## config.mk

```make
export PLATFORM = sky130hd
export DESIGN_NAME = psum_drain_collector
export DESIGN_NICKNAME = d
export VERILOG_FILES = /design/src/rtl/psum_drain_collector.sv
export SDC_FILE = /design/constraint.sdc
export NUM_CORES = 1
export LEC_CHECK = 0
export ABC_AREA = 1
export BUFFER_PORTS_ARGS = -buffer_cell sky130_fd_sc_hd__buf_2
export CAP_MARGIN = 10
export CORE_ASPECT_RATIO = 1.25
export CORE_UTILIZATION = 30
export DETAILED_ROUTE_END_ITERATION = 10
export GPL_ROUTABILITY_DRIVEN = 0
export PLACE_DENSITY = 0.52
export SLEW_MARGIN = 25
export SYNTH_ARGS = -nofsm -noshare
export SYNTH_HDL_FRONTEND = slang
export SYNTH_SLANG_ARGS = --single-unit
export TNS_END_PERCENT = 30
```

## constraint.sdc

```tcl
create_clock -name i_clk -period 1.5 [get_ports i_clk]
set_input_delay 0.225 -clock i_clk [delete_from_list [all_inputs] [get_ports i_clk]]
set_output_delay 0.225 -clock i_clk [all_outputs]
set_load 0.03 [all_outputs]
```

## src/rtl/psum_drain_collector.sv

```systemverilog
// psum_drain_collector
//   Drains the partial sums out of an output-stationary systolic array once a
//   tile's compute phase is complete. It asserts the array's shift-out enable,
//   captures S_WIDTH columns arriving on the row outputs, pulses the array's
//   register clear, then streams the captured columns downstream, one column
//   (S_HEIGHT psums) per valid/ready beat.
//
// Ports
//   i_clk, i_nrst   clock (rising edge), asynchronous active-low reset
//   i_start         1-cycle pulse: psums final, begin drain (ignored while busy)
//   i_psum          array row outputs, row 0 in lane 0
//   o_psum_out_en   shift-out enable to the array
//   o_reg_clear     1-cycle clear pulse to the array PEs
//   o_busy          high whenever the FSM is not idle
//   o_valid/i_ready output beat handshake
//   o_data          one captured column, row 0 in lane 0
//   o_col_idx       column index of o_data
//   o_last          high with the final column beat
//
// Configuration
//   PSUM_DRAIN_RELU_EN  when defined, negative o_data lanes are driven as zero;
//                       the buffer still holds raw psums.

module psum_drain_collector #(
    parameter int DATA_WIDTH = 8,
    parameter int S_WIDTH    = 2,
    parameter int S_HEIGHT   = 2,
    parameter int ARRAY_LAT  = 1,
    localparam int PW        = 2 * DATA_WIDTH,
    localparam int COL_W     = (S_WIDTH > 1) ? $clog2(S_WIDTH) : 1
) (
    input  logic                         i_clk,
    input  logic                         i_nrst,
    input  logic                         i_start,
    input  logic [S_HEIGHT-1:0][PW-1:0]  i_psum,
    output logic                         o_psum_out_en,
    output logic                         o_reg_clear,
    output logic                         o_busy,
    output logic                         o_valid,
    input  logic                         i_ready,
    output logic [S_HEIGHT-1:0][PW-1:0]  o_data,
    output logic [COL_W-1:0]             o_col_idx,
    output logic                         o_last
);

    localparam int CNT_W = $clog2(S_WIDTH + ARRAY_LAT + 1);

    localparam logic [CNT_W-1:0] SHIFT_LAST = CNT_W'(S_WIDTH + ARRAY_LAT - 1);
    localparam logic [CNT_W-1:0] EN_END     = CNT_W'(S_WIDTH);
    localparam logic [CNT_W-1:0] LAT_C      = CNT_W'(ARRAY_LAT);
    localparam logic [COL_W-1:0] COL_LAST   = COL_W'(S_WIDTH - 1);

    typedef enum logic [1:0] {
        ST_IDLE,
        ST_SHIFT,
        ST_CLEAR,
        ST_SEND
    } state_t;

    state_t                       state, state_nxt;
    logic [CNT_W-1:0]             cnt;
    logic [COL_W-1:0]             col;
    logic [S_HEIGHT-1:0][PW-1:0]  buffer [S_WIDTH];
    logic [S_HEIGHT-1:0][PW-1:0]  col_sel;

    // state register
    always_ff @(posedge i_clk or negedge i_nrst) begin
        if (!i_nrst) state <= ST_IDLE;
        else         state <= state_nxt;
    end

    // next-state logic
    always_comb begin
        state_nxt = state;
        case (state)
            ST_IDLE:  if (i_start) state_nxt = ST_SHIFT;
            ST_SHIFT: if (cnt == SHIFT_LAST) state_nxt = ST_CLEAR;
            ST_CLEAR: state_nxt = ST_SEND;
            ST_SEND:  if (i_ready && (col == COL_LAST)) state_nxt = ST_IDLE;
            default:  state_nxt = ST_IDLE;
        endcase
    end

    // cycle counter, column pointer and capture buffer
    always_ff @(posedge i_clk or negedge i_nrst) begin
        if (!i_nrst) begin
            cnt <= '0;
            col <= '0;
            for (int unsigned i = 0; i < S_WIDTH; i++) buffer[i] <= '0;
        end else begin
            case (state)
                ST_IDLE: begin
                    cnt <= '0;
                    col <= '0;
                end
                ST_SHIFT: begin
                    cnt <= cnt + CNT_W'(1);
                    // column k arrives ARRAY_LAT cycles after its enable cycle
                    for (int unsigned i = 0; i < S_WIDTH; i++) begin
                        if ((cnt >= LAT_C) && ((cnt - LAT_C) == CNT_W'(i)))
                            buffer[i] <= i_psum;
                    end
                end
                ST_SEND: begin
                    if (i_ready)
                        col <= (col == COL_LAST) ? '0 : col + COL_W'(1);
                end
                default: ;
            endcase
        end
    end

    // output logic (Moore: no path from i_ready to o_valid)
    always_comb begin
        col_sel = '0;
        for (int unsigned i = 0; i < S_WIDTH; i++) begin
            if (col == COL_W'(i)) col_sel = buffer[i];
        end

        o_psum_out_en = (state == ST_SHIFT) && (cnt < EN_END);
        o_reg_clear   = (state == ST_CLEAR);
        o_busy        = (state != ST_IDLE);
        o_valid       = (state == ST_SEND);
        o_last        = (state == ST_SEND) && (col == COL_LAST);
        o_col_idx     = col;

`ifdef PSUM_DRAIN_RELU_EN
        o_data = col_sel;
        for (int unsigned h = 0; h < S_HEIGHT; h++) begin
            if (col_sel[h][PW-1]) o_data[h] = '0;
        end
`else
        o_data = col_sel;
`endif
    end

endmodule

```

# ---- After elaboration in Yosys (flattened, before gate mapping)
# Cells that the tools add are included.
# W data, S select, Z words.
dict set report word_totals {
  regBits 69
  in_bits 36
  out_inout_bits 38
  wordCells 44
}
dict set report classes {
  add_sub_neg 3
  order_cmp 2
  eq_ne 9
  muxes 9
  n_reduce_logical 14
}
# cell count
set ops {}
lappend ops {{$mux W32} 1}
lappend ops {{$pmux W2 S4} 1}
lappend ops {{$eq A2 B2 Y1 const B} 3}
lappend ops {{$mux W2} 3}
lappend ops {{$reduce_and A2 Y1} 3}
lappend ops {{$reduce_bool A2 Y1} 3}
lappend ops {{$logic_and A1 B1 Y1} 5}
lappend ops {{$eq A2 B1 Y1 const B} 2}
lappend ops {{$logic_not A2 Y1} 2}
lappend ops {{$ne A2 B1 Y1 const B} 2}
lappend ops {{$ne A2 B2 Y1 const B} 2}
lappend ops {{$pmux W2 S2} 1}
lappend ops {{$reduce_and A3 Y1} 1}
lappend ops {{$add A2 B1 Y2 const B} 1}
lappend ops {{$ge A2 B1 Y1 const B} 1}
lappend ops {{$lt A2 B2 Y1 const B} 1}
lappend ops {{$mux W1} 2}
lappend ops {{$pmux W1 S2} 1}
lappend ops {{$sub A2 B1 Y2 const B} 1}
lappend ops {{$add A1 B1 Y1 const B} 1}

# ---- Longest topological paths before layout
dict set report logic_depth {
  depth_word 4
  ltp_mapped 7
  mapped_depth_nobuf 7
}

# ---- Worst setup path before layout
# OpenSTA, ideal clock, no wires.
dict set report synth_path {
  path_kind {register to output}
  start {register col (netlist: o_col_idx)}
  end {output o_data[0] (netlist name)}
  arrival_ns 1.274
  required_ns 1.275
  setup_slack_ns 0.001
  stages_incl_launch_ff 4
  cell_sequence {dfrtp_1 -> buf_4 -> buf_6 -> mux2_2}
}
# item line_no
set synth_rtl {}
lappend synth_rtl {{start: declaration} 62} ;# logic [COL_W-1:0] col;
lappend synth_rtl {{start signal: assignment} 106} ;# col <= (col == COL_LAST) ? '0 : col + COL_W'(1);
lappend synth_rtl {{end: declaration} 41} ;# output logic [S_HEIGHT-1:0][PW-1:0] o_data,

==> metrics.txt <==
# TYPE chip_impl_metric gauge
chip_impl_info{name="outcome",value="complete, but fails checks"} 1
chip_impl_info{name="failed_checks",value="setup timing"} 1
chip_impl_metric{name="clock_latency",unit="ns"} 0.33
chip_impl_metric{name="wl_per_cell",unit="um"} 12.93
chip_impl_metric{name="regToRegSetupSlack",unit="ns"} 0.17
chip_impl_metric{name="fmax",unit="GHz"} 0.5869
chip_impl_metric{name="power.static_leakage",unit="uW"} 0.002310
chip_impl_metric{name="area.growth.synth_to_final",unit="%"} 37.29
chip_impl_metric{name="final-instance-count-excl-fill",unit=""} 543
chip_impl_metric{name="placedCellCount",unit=""} 518
chip_impl_metric{name="drtAntennaViolNets",unit=""} 0
chip_impl_metric{name="data_required_critical_path",unit="ns"} 1.27
chip_impl_info{name="grt_setup_unrepaired",value="yes"} 1
chip_impl_metric{name="slew_headroom",unit="%"} 75.13
chip_impl_metric{name="placed_area",unit="um^2"} 3851
chip_impl_info{name="critical_path_class",value="reg2out"} 1
chip_impl_metric{name="report.final.slew_viol_count",unit=""} 0
chip_impl_metric{name="cts-buffers-inserted",unit=""} 9
chip_impl_metric{name="total_number_of_nets_in_the_final_design",unit=""} 449
chip_impl_metric{name="grt_first_pass_wirelength",unit="um"} 11210
chip_impl_metric{name="pin_count_of_the_biggest_net_entering_global_routing",unit=""} 70
chip_impl_metric{name="boundaryPins",unit=""} 74
chip_impl_metric{name="count_of_vias_placed_by_the_detailed_router",unit=""} 2354
chip_impl_metric{name="synth.cell_area",unit="um^2"} 3302
chip_impl_metric{name="cpPeakStageDelay",unit="ns"} 0.39
chip_impl_metric{name="maxCapViolations",unit=""} 0
chip_impl_info{name="timing.critical_path.slowest_stage_cell",value="dfrtp_2"} 1
chip_impl_metric{name="drive_gt1_share",unit="%"} 44.53
chip_impl_metric{name="grt_antenna_before_repair",unit=""} 0
chip_impl_metric{name="final_critical_path_setup_slack",unit="ns"} -0.2038
chip_impl_metric{name="coreArea",unit="um^2"} 10670
chip_impl_metric{name="drt-pass1-iter-count",unit=""} 4
chip_impl_metric{name="design_area",unit="um^2"} 4533
chip_impl_metric{name="synthesis.area_per_instance",unit="um^2"} 10.38
chip_impl_metric{name="floorplan.die.height",unit="um"} 119.3
chip_impl_metric{name="total_inserted_antenna_cells",unit=""} 0
chip_impl_info{name="crit-reg2reg-launch",value="state[0]"} 1
chip_impl_metric{name="dp.final_hpwl",unit="um"} 4423
chip_impl_metric{name="count_of_fill_cells_added_during_filler_insertion",unit=""} 1085
chip_impl_metric{name="clock_tree.buffer_depth",unit=""} 2
chip_impl_metric{name="finalSetupViolations",unit=""} 35
chip_impl_metric{name="synthDistinctLibCells",unit=""} 15
chip_impl_metric{name="global_route.usage.total",unit="%"} 13.23
chip_impl_metric{name="worst-r2r-cell-count",unit=""} 6
chip_impl_info{name="cts_root_buf",value="clkbuf_16"} 1
chip_impl_info{name="critPathCaptureType",value="primary output"} 1
chip_impl_metric{name="vias_per_instance",unit=""} 4.335
chip_impl_metric{name="period_share",unit="%"} 113.6
chip_impl_metric{name="htreeDepth",unit=""} 3
chip_impl_metric{name="shortest_period_the_worst_path_allows",unit="ns"} 1.704
chip_impl_metric{name="number_of_synthesized_register_bits",unit=""} 69
chip_impl_metric{name="dieWidth",unit="um"} 95.84
chip_impl_metric{name="place.port_buffers",unit=""} 73
chip_impl_info{name="hold_path.class",value="in2reg"} 1
chip_impl_metric{name="postSynthCellCount",unit=""} 318
chip_impl_metric{name="tritoncts_num_sinks",unit=""} 69
chip_impl_metric{name="timing_hold_violations_final",unit=""} 0
chip_impl_metric{name="synth_warnings",unit=""} 0
chip_impl_metric{name="floorplan.rows",unit=""} 42
chip_impl_metric{name="fin_setup_tns",unit="ns"} -6.174
chip_impl_metric{name="final_core_util",unit="%"} 42.49
chip_impl_info{name="tritoncts",value="done"} 1
chip_impl_metric{name="clock-skew-final",unit="ns"} 0.006222
chip_impl_info{name="critPathLaunchType",value="flip-flop"} 1
chip_impl_metric{name="syn_nets",unit=""} 360
chip_impl_metric{name="timing.critical_path.fanout_max",unit=""} 6
chip_impl_info{name="crit_path_cell_trace",value="buf_6 -> clkbuf_16 -> mux2_2 -> buf_6"} 1
chip_impl_metric{name="timing.critical_path.depth",unit=""} 4
chip_impl_metric{name="irDropWorstVdd",unit="V"} 0.0009096
chip_impl_metric{name="vias_in_the_first_global_route",unit=""} 2379
chip_impl_metric{name="gr-total-overflow",unit=""} 0
chip_impl_info{name="critical_path.reg2reg.endpoint",value="buffer[32]"} 1
chip_impl_metric{name="critPathArrivalTime",unit="ns"} 1.48
chip_impl_metric{name="drt_first_iter_violations",unit=""} 51
chip_impl_info{name="critical_path.most_common_cell",value="buf_6"} 1
chip_impl_metric{name="drc",unit=""} 0
chip_impl_metric{name="max_slew.worst_pin.slew",unit="ns"} 0.3730
chip_impl_metric{name="postRouteWirelength",unit="um"} 7023
chip_impl_info{name="timing.critical_path.to",value="o_data[27]"} 1
chip_impl_metric{name="floorplan.die_area",unit="um^2"} 11430
chip_impl_metric{name="initial_utilization",unit="%"} 30.95
chip_impl_metric{name="synth-seq-area-share",unit="%"} 52.29
chip_impl_metric{name="total_power_density_per_cell_area",unit="nW/um^2"} 2469
chip_impl_metric{name="clk_transition_reported_paths",unit="ns"} 0.05
chip_impl_info{name="setup.worst_path.start",value="o_col_idx"} 1
chip_impl_info{name="critPathTopFamily",value="buffers and inverters"} 1
chip_impl_metric{name="worstPathBufferInverterCount",unit=""} 3
[final cells by class]
class | instances | area, um^2 | share of cell area, %
clock buffers | 14 | 284.0 | 6.266
repair buffers | 94 | 922.1 | 20.34
flip-flops and latches | 69 | 1728 | 38.12
inverters | 43 | 161.4 | 3.561
multi-input cells | 190 | 1267 | 27.96
clock inverters | 1 | 5.005 | 0.1104
well taps | 132 | 165.2 | 3.643
[report_power, final]
group          switching, uW  internal, uW
Sequential               461          2810
Clock                    737          1290
Combinational           3090          2820
[Yosys cell counts (all sizes together)]
cell type  instances  area [um^2]
o22ai              1        6.260
o21ai             66        465.4
ha                 6        75.07
nand2             80        315.3
nand3              2        10.01
mux2              32        360.4
buf               16        165.2
dfrtp             69         1727
nor2               1        3.750
inv               43        161.4
nand4              2        12.51
[worst min-delay path, stage by stage]
cell     delay, ns
buf_2         0.09
inv_1         0.07
o21ai_2       0.06
[cell families after synthesis]
family          count (synthesis)  share of synthesized area, %
fa+ha+maj                       6                         2.274
mux                            32                         10.91
compound gates                 67                         14.29
buf+inv                        59                         9.890
flops                          69                         52.29
simple gates                   85                         10.34
[metrics by stage]
step | worst slack [ns] | power [uW] | hold WS, ns
2_1_floorplan | 0.0008206 | 6889 | -0.07059
3_3_place_gp | 0.1493 | 8034 | 0.2791
3_5_place_dp | 0.1354 | 8110 | 0.2819
4_1_cts | -0.2348 | 11050 | 0.1430
5_1_grt | -0.2585 | 11950 | 0.1573
6_report | -0.2038 | 11190 | 0.1620
[timing repair]
action | in CTS | in global routing
endpoints found under the setup margin | 36 | 38
hold buffers | 1 | 0
gates cloned | 1 | 2
setup buffers | 3 | 3
gates resized for setup | 66 | 21
endpoints found under the hold margin | 69 | 0
[registers in the layout, summed over array words and instances, names as in the netlist]
name	cells
state	2
cnt	2
o_col_idx	1
buffer	64
[cell usage in the layout (no fill, tap or decap), types with 8 or more instances in the layout]
cell	instances
buf_6	39
mux2_2	29
buf_2	35
inv_1	41
dfrtp_1	68
o21ai_2	36
clkbuf_16	11
buf_12	8
nand2_1	78
o21ai_1	28
[worst min-delay path by stage]
stage / start / end / depth (start not counted) / slack (ns)
CTS: i_psum[13] / buffer[13] / 3 / 0.14
detailed placement: i_nrst / buffer[56] / 2 / 0.28
finish: i_psum[24] / buffer[24] / 3 / 0.16
global route: i_psum[4] / buffer[36] / 3 / 0.16
global placement: i_nrst / buffer[56] / 2 / 0.28
floorplan: i_nrst / buffer[0] / 0 / -0.07
[layer usage]
metal  up-vias  wire (um)  track usage [%]
met3        12        259            2.810
met1      1092       3024            15.33
met5         -          0                0
met4         0        179            8.489
met2        45       3560            21.70
li1       1205          -                -
Note: power is estimated with default switching activity, not from simulation.
